[src/rtl/nominal_model_mc_pkg.sv]
// Shared definitions for the multi-channel nominal plant model.
// Holds default fixed-point parameters, the controller and phase state
// types, and a helper that sizes the channel counter.
package nominal_model_mc_pkg;

  localparam int unsigned NMM_NCH_DEF       = 4;
  localparam int unsigned NMM_W_DEF         = 32;
  localparam int unsigned NMM_FRAC_DEF      = 10;
  localparam int unsigned NMM_TS_DEF        = 163;
  localparam int unsigned NMM_TS_FRAC_DEF   = 22;
  localparam int          NMM_GAIN_DEF      = 512;
  localparam int unsigned NMM_GAIN_FRAC_DEF = 10;

  typedef enum logic [1:0] {
    ST_IDLE = 2'd0,
    ST_BUSY = 2'd1,
    ST_DONE = 2'd2
  } nmm_state_t;

  // One multiply per phase: acceleration, velocity update, position update.
  typedef enum logic [1:0] {
    PH_ACC = 2'd0,
    PH_VEL = 2'd1,
    PH_POS = 2'd2
  } nmm_phase_t;

  function automatic int unsigned nmm_ch_width(input int unsigned n);
    return (n > 1) ? $clog2(n) : 1;
  endfunction

endpackage

[src/rtl/nominal_model_mc_if.sv]
// Frame handshake and data bus of the nominal plant model.
//   in_valid/in_ready : input frame handshake (master -> slave)
//   clear             : request to zero integrator state
//   u_t               : NCH control inputs, channel k at [k*W +: W]
//   model_u/model_udot: nominal position / velocity per channel
//   out_valid         : one-cycle pulse when all channels are updated
interface nominal_model_mc_if
  import nominal_model_mc_pkg::*;
#(
  parameter int unsigned NCH = NMM_NCH_DEF,
  parameter int unsigned W   = NMM_W_DEF
);

  logic             in_valid;
  logic             in_ready;
  logic             clear;
  logic [NCH*W-1:0] u_t;
  logic [NCH*W-1:0] model_u;
  logic [NCH*W-1:0] model_udot;
  logic             out_valid;

  modport master (
    output in_valid, clear, u_t,
    input  in_ready, model_u, model_udot, out_valid
  );

  modport slave (
    input  in_valid, clear, u_t,
    output in_ready, model_u, model_udot, out_valid
  );

endinterface

[src/rtl/nmm_mul_sat.sv]
// Shared arithmetic unit: signed WxW multiply, arithmetic right shift
// (floor toward -inf), saturation to W bits, then an optional saturating
// add of an accumulator input.
//   i_a, i_b     : signed multiplicands
//   i_shift_alt  : 0 -> shift by SHIFT, 1 -> shift by SHIFT_ALT
//   i_acc        : accumulator operand, added when i_acc_en=1
//   o_y          : saturated W-bit result
module nmm_mul_sat
  import nominal_model_mc_pkg::*;
#(
  parameter int unsigned W         = NMM_W_DEF,
  parameter int unsigned SHIFT     = NMM_TS_FRAC_DEF,
  parameter int unsigned SHIFT_ALT = NMM_GAIN_FRAC_DEF
)(
  input  logic signed [W-1:0] i_a,
  input  logic signed [W-1:0] i_b,
  input  logic                i_shift_alt,
  input  logic signed [W-1:0] i_acc,
  input  logic                i_acc_en,
  output logic signed [W-1:0] o_y
);

  localparam logic signed [W-1:0] SAT_MAX = {1'b0, {(W-1){1'b1}}};
  localparam logic signed [W-1:0] SAT_MIN = {1'b1, {(W-1){1'b0}}};

  logic signed [2*W-1:0] w_prod;
  logic signed [2*W-1:0] w_shr;
  logic signed [W-1:0]   w_psat;
  logic        [W:0]     w_sum;

  assign w_prod = i_a * i_b;
  assign w_shr  = w_prod >>> (i_shift_alt ? SHIFT_ALT : SHIFT);

  // The shifted product fits in W bits only if its top W+1 bits agree.
  always_comb begin
    w_psat = w_shr[W-1:0];
    if ((w_shr[2*W-1:W-1] != '0) && (w_shr[2*W-1:W-1] != '1)) begin
      w_psat = w_shr[2*W-1] ? SAT_MIN : SAT_MAX;
    end
  end

  always_comb begin
    w_sum = {i_acc[W-1], i_acc} + {w_psat[W-1], w_psat};
    o_y   = w_psat;
    if (i_acc_en) begin
      o_y = w_sum[W-1:0];
      if (w_sum[W] != w_sum[W-1]) begin
        o_y = w_sum[W] ? SAT_MIN : SAT_MAX;
      end
    end
  end

endmodule

[src/rtl/nominal_model_mc.sv]
// Multi-channel nominal double-integrator plant model
//   theta_dd = GAIN*u; theta_d += Ts*theta_dd; theta += Ts*theta_d
// for NCH axes, time-multiplexed through one multiplier (3 cycles/channel).
//   clk  : rising-edge clock
//   rst  : asynchronous active-high reset
//   bus  : slave side of nominal_model_mc_if (handshake, u_t, clear,
//          model_u/model_udot outputs, out_valid pulse)
module nominal_model_mc
  import nominal_model_mc_pkg::*;
#(
  parameter int unsigned NCH       = NMM_NCH_DEF,
  parameter int unsigned W         = NMM_W_DEF,
  parameter int unsigned FRAC      = NMM_FRAC_DEF,
  parameter int unsigned TS        = NMM_TS_DEF,
  parameter int unsigned TS_FRAC   = NMM_TS_FRAC_DEF,
  parameter int          GAIN      = NMM_GAIN_DEF,
  parameter int unsigned GAIN_FRAC = NMM_GAIN_FRAC_DEF
)(
  input  logic               clk,
  input  logic               rst,
  nominal_model_mc_if.slave  bus
);

  localparam int unsigned         CW      = nmm_ch_width(NCH);
  localparam logic [CW-1:0]       CH_LAST = CW'(NCH - 1);
  localparam logic signed [W-1:0] TS_W    = W'(TS);
  localparam logic signed [W-1:0] GAIN_W  = W'(GAIN);

  nmm_state_t          r_state;
  nmm_phase_t          r_ph;
  logic [CW-1:0]       r_ch;
  logic signed [W-1:0] r_u [NCH];
  logic signed [W-1:0] r_v [NCH];
  logic signed [W-1:0] r_p [NCH];
  logic signed [W-1:0] r_a;
  logic signed [W-1:0] r_vn;
  logic                r_clr_pend;
  logic                r_in_ready;
  logic                r_out_valid;
  logic [NCH*W-1:0]    r_model_u;
  logic [NCH*W-1:0]    r_model_udot;

  logic signed [W-1:0] w_mul_a;
  logic signed [W-1:0] w_mul_b;
  logic signed [W-1:0] w_mul_acc;
  logic signed [W-1:0] w_mul_y;
  logic                w_acc_en;
  logic                w_shift_alt;
  logic                w_accept;
  logic                w_clr_now;

  assign w_accept  = bus.in_valid & r_in_ready;
  // A clear requested during a frame is applied on the first IDLE cycle.
  assign w_clr_now = bus.clear | r_clr_pend;

  assign bus.in_ready   = r_in_ready;
  assign bus.out_valid  = r_out_valid;
  assign bus.model_u    = r_model_u;
  assign bus.model_udot = r_model_udot;

  // Operand steering for the shared multiplier.
  always_comb begin
    w_mul_a     = r_u[r_ch];
    w_mul_b     = GAIN_W;
    w_mul_acc   = '0;
    w_acc_en    = 1'b0;
    w_shift_alt = 1'b1;
    case (r_ph)
      PH_VEL: begin
        w_mul_a     = r_a;
        w_mul_b     = TS_W;
        w_mul_acc   = r_v[r_ch];
        w_acc_en    = 1'b1;
        w_shift_alt = 1'b0;
      end
      PH_POS: begin
        // The freshly computed velocity drives the position update.
        w_mul_a     = r_vn;
        w_mul_b     = TS_W;
        w_mul_acc   = r_p[r_ch];
        w_acc_en    = 1'b1;
        w_shift_alt = 1'b0;
      end
      default: ;
    endcase
  end

  nmm_mul_sat #(
    .W         (W),
    .SHIFT     (TS_FRAC),
    .SHIFT_ALT (GAIN_FRAC)
  ) u_mul (
    .i_a         (w_mul_a),
    .i_b         (w_mul_b),
    .i_shift_alt (w_shift_alt),
    .i_acc       (w_mul_acc),
    .i_acc_en    (w_acc_en),
    .o_y         (w_mul_y)
  );

  always_ff @(posedge clk or posedge rst) begin
    if (rst) begin
      r_state      <= ST_IDLE;
      r_ph         <= PH_ACC;
      r_ch         <= '0;
      r_a          <= '0;
      r_vn         <= '0;
      r_clr_pend   <= 1'b0;
      r_in_ready   <= 1'b1;
      r_out_valid  <= 1'b0;
      r_model_u    <= '0;
      r_model_udot <= '0;
      for (int unsigned k = 0; k < NCH; k++) begin
        r_u[k] <= '0;
        r_v[k] <= '0;
        r_p[k] <= '0;
      end
    end else begin
      r_out_valid <= 1'b0;
      case (r_state)
        ST_IDLE: begin
          if (w_clr_now) begin
            r_clr_pend   <= 1'b0;
            r_model_u    <= '0;
            r_model_udot <= '0;
            for (int unsigned k = 0; k < NCH; k++) begin
              r_v[k] <= '0;
              r_p[k] <= '0;
            end
          end
          if (w_accept) begin
            for (int unsigned k = 0; k < NCH; k++) begin
              r_u[k] <= bus.u_t[k*W +: W];
            end
            r_ch       <= '0;
            r_ph       <= PH_ACC;
            r_in_ready <= 1'b0;
            r_state    <= ST_BUSY;
          end
        end
        ST_BUSY: begin
          if (bus.clear) r_clr_pend <= 1'b1;
          case (r_ph)
            PH_ACC: begin
              r_a  <= w_mul_y;
              r_ph <= PH_VEL;
            end
            PH_VEL: begin
              r_vn <= w_mul_y;
              r_ph <= PH_POS;
            end
            default: begin
              r_v[r_ch] <= r_vn;
              r_p[r_ch] <= w_mul_y;
              r_ph      <= PH_ACC;
              if (r_ch == CH_LAST) r_state <= ST_DONE;
              else                 r_ch    <= r_ch + 1'b1;
            end
          endcase
        end
        default: begin
          if (bus.clear) r_clr_pend <= 1'b1;
          for (int unsigned k = 0; k < NCH; k++) begin
            r_model_u[k*W +: W]    <= r_p[k];
            r_model_udot[k*W +: W] <= r_v[k];
          end
          r_out_valid <= 1'b1;
          r_in_ready  <= 1'b1;
          r_state     <= ST_IDLE;
        end
      endcase
    end
  end

endmodule

[src/flat_wrapper.sv]
// flat-port wrapper written by rule: the top's interface ports become plain ports
module nominal_model_mc_flat import nominal_model_mc_pkg::*;
#(
  parameter int unsigned NCH       = NMM_NCH_DEF,
  parameter int unsigned W         = NMM_W_DEF,
  parameter int unsigned FRAC      = NMM_FRAC_DEF,
  parameter int unsigned TS        = NMM_TS_DEF,
  parameter int unsigned TS_FRAC   = NMM_TS_FRAC_DEF,
  parameter int          GAIN      = NMM_GAIN_DEF,
  parameter int unsigned GAIN_FRAC = NMM_GAIN_FRAC_DEF
)
  (clk, rst, bus_in_valid, bus_clear, bus_u_t, bus_in_ready, bus_model_u, bus_model_udot, bus_out_valid);
  nominal_model_mc_if #(.NCH(NCH), .W(W)) bus_i ();
  input  logic clk;
  input  logic rst;
  input wire logic [$bits(bus_i.in_valid)-1:0] bus_in_valid;
  input wire logic [$bits(bus_i.clear)-1:0] bus_clear;
  input wire logic [$bits(bus_i.u_t)-1:0] bus_u_t;
  output wire logic [$bits(bus_i.in_ready)-1:0] bus_in_ready;
  output wire logic [$bits(bus_i.model_u)-1:0] bus_model_u;
  output wire logic [$bits(bus_i.model_udot)-1:0] bus_model_udot;
  output wire logic [$bits(bus_i.out_valid)-1:0] bus_out_valid;
  assign bus_i.in_valid = bus_in_valid;
  assign bus_i.clear = bus_clear;
  assign bus_i.u_t = bus_u_t;
  assign bus_in_ready = bus_i.in_ready;
  assign bus_model_u = bus_i.model_u;
  assign bus_model_udot = bus_i.model_udot;
  assign bus_out_valid = bus_i.out_valid;
  nominal_model_mc #(.NCH(NCH), .W(W), .FRAC(FRAC), .TS(TS), .TS_FRAC(TS_FRAC), .GAIN(GAIN), .GAIN_FRAC(GAIN_FRAC)) u_core (.clk(clk), .rst(rst), .bus(bus_i));
endmodule
[config.mk]
export PLATFORM = sky130hd
export DESIGN_NAME = nominal_model_mc_flat
export DESIGN_NICKNAME = d
export VERILOG_FILES = /design/src/rtl/nominal_model_mc_pkg.sv /design/src/rtl/nominal_model_mc_if.sv /design/src/rtl/nmm_mul_sat.sv /design/src/rtl/nominal_model_mc.sv /design/src/flat_wrapper.sv
export SDC_FILE = /design/constraint.sdc
export NUM_CORES = 2
export LEC_CHECK = 0
export ABC_CLOCK_PERIOD_IN_PS = 70500
export CAP_MARGIN = 20
export CORE_UTILIZATION = 30
export CTS_CLUSTER_DIAMETER = 120
export DETAILED_ROUTE_END_ITERATION = 8
export GPL_ROUTABILITY_DRIVEN = 0
export PLACE_DENSITY = 0.49
export SYNTH_ARGS = -nofsm -noshare
export SYNTH_HDL_FRONTEND = slang
export SYNTH_SLANG_ARGS = --single-unit
[constraint.sdc]
create_clock -name clk -period 70.5 [get_ports clk]
set_clock_uncertainty 0.15 [all_clocks]
set_input_delay 7.05 -clock clk [delete_from_list [all_inputs] [get_ports clk]]
set_output_delay 7.05 -clock clk [all_outputs]
set_load 0.02 [all_outputs]
# == Word-level counts from Yosys, hierarchy flattened ==
# Index checks and enable logic that the tools add are counted.
# word_totals
ff_bits,713
latch_bits,0
mem_bits_rw,0
romBits,0
input_bits,132
output_inout_bits,258
word_cells,109
mem_count,0
# op_classes
n_addsub,2
n_mul,1
div_mod_pow,0
n_lt_le_gt_ge,2
n_eq_ne,11
shifts,1
n_mux,46
bitwise,4
n_reduce_logical,20
# op_table
cell,count
$pmux 128 s2,4
$mux 128,3
$mux 32,12
$bwmux 128,2
$bmux 32 s2,3
$pmux 32 s2,2
$demux 32 s2,1
$sshr 64x5->64,1
$mul 32x11->43,1
$add 32x32->33,1
$ne 33x33->1 const B,1
$reduce_bool 33->1,1
$pmux 2 s2,4
$reduce_and 2->1,7
$mux 2,6
$mux 10,1
$mux 1,6
$ne 2x1->1 const B,3
$reduce_and 3->1,2
$reduce_or 2->1,3
$mux 5,1
$eq 2x1->1 const B,2
$eq 2x2->1 const B,2
$logic_not 2->1,2
13 further kinds,16

# == Longest topological paths before layout ==
# logic_depth
ltp_word,17
depth_mapped,45
mapped_depth_nobuf,38

# == Cells and area by module ==
# A second synthesis with hierarchy kept.
# hier_totals
cells_unflattened,6281
area_unflattened_um2,68488.2
# modules_own_cells
mod,instances,cells_per_inst,area_per_inst_um2,seq_area_each_um2
nmm_mul_sat,1,4404,39700.6,0.0
nominal_model_mc,1,1877,28787.6,17843.4

# == Least setup slack after synthesis ==
# Ideal clock, no wire load.
# synth_timing
path_kind,flip-flop to flip-flop
start,register u_core.r_ph[0]
end,register u_core.r_a[16]
setup_time_ps,125
arrival_ps,9509
required_time_ps,70225
path_slack_ps,60716
stages_incl_launch_ff,43
path_buffers,11
synth_period_minus_slack_ps,9784
cell_sequence,dfrtp_1 > inv_1 > ha_1 > buf_4 > inv_2 > clkbuf_1 > clkbuf_1 > clkbuf_1 > clkbuf_1 > nor2_1 > ha_1 > ha_1 > fa_1 > inv_1 > fa_1 > fa_1 > inv_1 > ha_1 > (+7 left out) > a21oi_4 > buf_2 > nor2_1 > buf_2 > a22o_1 > ha_1 > clkbuf_1 > nand4_1 > or4_1 > nand2_1 > o211ai_1 > o221ai_1 > nor3_2 > buf_2 > or2_0 > clkbuf_1 > a311o_1 > mux2_2
# synth_between
elab_chain_cells,12
elab_cells_between_ends,22
classes_between,add/sub: 1; mul: 1; eq/ne: 4; shift: 1; mux: 10; reduce/logical: 5
# synth_rtl
item,line_no,text
start: declaration,nominal_model_mc.sv:30,nmm_phase_t r_ph;
start signal: assignment,nominal_model_mc.sv:104,r_ph <= PH_ACC;
start signal: assignment,nominal_model_mc.sv:136,r_ph <= PH_ACC;
start signal: assignment,nominal_model_mc.sv:146,r_ph <= PH_VEL;
$eq 2x2->1 / $eq 2x1->1 (equally long branches),nominal_model_mc.sv:68,case (r_ph)
$reduce_or 2->1 (no source line),--,
$mux 10,nominal_model_mc.sv:68,
$mul 32x11->43,nmm_mul_sat.sv:31,assign w_prod = i_a * i_b;
$sshr 64x5->64,nmm_mul_sat.sv:32,assign w_shr = w_prod >>> (i_shift_alt ? SHIFT_ALT : SHIFT);
$ne 33x33->1 / $reduce_bool 33->1 (equally long branches),nmm_mul_sat.sv:37,if ((w_shr[2*W-1:W-1] != '0) && (w_shr[2*W-1:W-1] != '1)) begin
$logic_and 1x1->1,nmm_mul_sat.sv:37,
$mux 32,nmm_mul_sat.sv:37,
$add 32x32->33,nmm_mul_sat.sv:43,"w_sum = {i_acc[W-1], i_acc} + {w_psat[W-1], w_psat};"
$mux 32 / $ne 1x1->1 (equally long branches),"nmm_mul_sat.sv:48, nmm_mul_sat.sv:47",
$mux 32,nmm_mul_sat.sv:47,if (w_sum[W] != w_sum[W-1]) begin
$mux 32,nmm_mul_sat.sv:45,if (i_acc_en) begin
end signal: assignment,nominal_model_mc.sv:145,r_a <= w_mul_y;
end: declaration,nominal_model_mc.sv:35,logic signed [W-1:0] r_a;
# Parallel ways exist; a longest one is shown, timed or not.
# A chain may end at the register's enable or synchronous reset.

# == Worst setup path after layout ==
# layout_timing
start,register u_core.r_ph[0]
end,register u_core.r_a[11]
# Same word-level chain as after synthesis.

==> results.toml <==
[run_status]
status = "finished, final reports clean"

[critical_path]
startpoint = "u_core.r_ph[0]"
crit_path_max_fanout = 53
cp-end-kind = "flip-flop"
worstPathArrival_ns = 12.56
rr_endpoint = "u_core.r_a[11]"
worst_ep_required_time_ns = 70.86
cp_slowest_cell = "a21oi_1"
timing.rr.start = "u_core.r_ph[0]"
worstRegToRegCells = 36
critPathKind = "reg -> reg"
regToRegSetupSlack_ns = 58.30
crit_path_start_kind = "flip-flop"
slowest_delay_ns = 0.70
cp_common_cell = "inv_1"

[worst_hold_path]
worstHoldEndpoint = "u_core.r_a[23]"
holdPathStages = 2
hold_path_startpoint = "u_core.r_a[23]"
worstHoldPathType = "reg -> reg"

[clocking]
clkLatencyLatePin_ns = 0.68
cts.clk_slew.worst_paths_ns = 0.06
htree_num_levels = 3
cts_sinks = 713
cts_buffer_depth = 3
ctsResizeCount = 0
post_cts_buffers = 0
numCtsBuffers = 82
cts_tree = "built"
cts_root_buffer = "clkbuf_16"
hold_buffers = 0

[place]
hpwl_mm = 98.15
dp_slack_ns = 58.57
place.port_buffers = 389
placed_area_um2 = 43710

[synth]
synth_area_leader_cell = "dfrtp_1"
synth_nets = 3782
postSynthCellCount = 3415
syn_area_um2 = 38120
ys_ff_latch = 713
synth_edf_count = 0
yosys_most_used_dff = "dfrtp_1"
async_reset_ff_frac = 1.000
ys_types = 93
synth.cells.most_frequent = "dfrtp_1, a22o_1, nand2_1, inv_1, o21ai_0"
avgSynthCellArea_um2 = 11.16
yosys_warnings = 0
yosys-top-cells-area = "dfrtp_1, a22o_1, mux4_2, ha_1, mux2_2"
synth_top_cell_area_share = 0.4674
synth_most_common_cell = "dfrtp_1"
ys_seq_area_frac = 0.4681

[global_route]
grt_pass1_wl_mm = 203.7
grt_pass1_vias = 29420
antenna_found_initial = 5
track_usage = 0.2115
overflow = 0
grt_max_degree = 164

[floorplan]
die_w_um = 358.5
core_area_um2 = 125900
die_area_um2 = 128500
placementRows = 130
ioPinCount = 390
start_util = 0.3028
die_y_um = 358.5

[sta]
worst_pin_slew_ns = 1.117
fin_setup_tns_ns = 0
period_needed_ns = 12.20
finalHoldViolCount = 0
rsz0062_at_grt = "false"
slew_headroom = 0.2554
max_freq_ghz = 0.08199
setup_ws_ns = 58.30
finalSetupViolCount = 0
finalMaxSlewViolations = 0
finalCritPeriodShare = 0.1730

[cells_and_area]
syn_to_final_growth_pct = 22.02
seqCellArea_um2 = 17850
multi_input_area_um2 = 18660
final_cell_area_um2 = 46510
drive_above_1_share = 0.1314
finalNetCount = 4073
fillCellCount = 12420
postLayoutCoreUtil = 0.3694

[pwr]
finalPower_mw = 2.629
vdd_drop_max_v = 0.00003741
power.density_nw_per_um2 = 56.51
total_leakage_power_nw = 20.39

[detailed_routing]
drc_errors = 0
detail_route.wirelength_mm = 136.4
drt_iter0_markers = 2414
vias = 29080
via_per_inst = 5.366
wl_per_cell_um = 25.16
first_pass_iters = 6
drtAntennaViolNets = 0

[flow_run]
drv_cap = 0
## state kept, by name, summed over array words and instances (netlist names)
signal	flops
u_core.r_p	128
u_core.r_ph	2
u_core.r_ch	2
u_core.r_state	2
u_core.bus.model_u	128
u_core.r_vn	32
u_core.r_clr_pend	1
u_core.r_v	128
u_core.bus.in_ready	1
u_core.bus.model_udot	128
u_core.r_u	128
u_core.bus.out_valid	1
u_core.r_a	32
## routing by layer
metal	track usage	wire length, µm	vias up
li1	-	-	12990
met1	0.2912	60430	14870
met2	0.3338	62370	1024
met3	0.04102	9128	187
met4	0.06749	4384	8
met5	0	52	-
## worst max-delay path by stage
stage | to | slack, ns | cells past startpoint
detailed placement | u_core.r_a[11] | 58.57 | 36
finish | u_core.r_a[11] | 58.30 | 36
CTS | u_core.r_a[23] | 58.59 | 35
global placement | u_core.r_vn[13] | 58.50 | 35
floorplan | u_core.bus.model_u[0] | 43.30 | 1
global route | u_core.r_vn[23] | 57.61 | 35
## cell type report
type | count | area share
Multi-Input combinational cell | 2257 | 0.4012
Sequential cell | 713 | 0.3839
Clock buffer | 118 | 0.05133
Tap cell | 1650 | 0.04439
Antenna cell | 1 | 0.00005380
Timing Repair Buffer | 448 | 0.09405
Inverter | 204 | 0.01668
Clock inverter | 28 | 0.008420
## stage by stage
stage	instances	hold slack [ns]
after floorplan	3415	0.3002
after global placement	5269	0.3126
after detailed placement	5271	0.3224
after CTS	5417	0.3355
after global routing	5418	0.3413
final	5419	0.3355
## placed cells by master, fill, tap and decap left out, types with 28 or more instances in the layout
cell	synthesis	layout
nand3_1	29	29
o21ai_0	200	200
o21ai_1	32	28
a21oi_1	95	95
xnor2_1	61	61
clkdlybuf4s50_1	0	389
nor2_1	155	154
mux4_2	96	96
buf_4	1	56
clkbuf_16	0	82
and2_1	39	39
inv_1	202	201
nor3_1	42	41
a22o_1	378	378
ha_1	149	146
dfrtp_1	712	709
a22oi_1	64	64
mux2_2	157	157
nand2_1	348	348
fa_1	86	86
## worst max-delay path: cells and delay by family (launching register included)
family | cells | cell delay, ns
buffers and inverters | 8 | 1.40
AOI/OAI and AO/OA | 14 | 4.48
and+or+nand+nor | 6 | 2.41
adders and majority gates | 8 | 3.21
DFF | 1 | 0.37
## kinds of logic (layout without fill, tap and decap cells)
group | count (synthesis) | in the layout | synth area share
buf+inv | 445 | 798 | 0.04425
simple gates | 714 | 714 | 0.08301
flops | 713 | 713 | 0.4681
compound gates | 963 | 963 | 0.1859
xor+xnor | 82 | 82 | 0.01884
fa+ha+maj | 238 | 238 | 0.09486
other cells | 0 | 1 | 0
mux | 260 | 260 | 0.1050
## report_power, final
group	switching, mW	internal [mW]	leakage [nW]
clock	0.185	0.253	1.35
combinational	1.06	0.520	9.47
sequential	0.100	0.511	9.57
total	1.34	1.28	20.4
(Power assumes the default switching activity.)
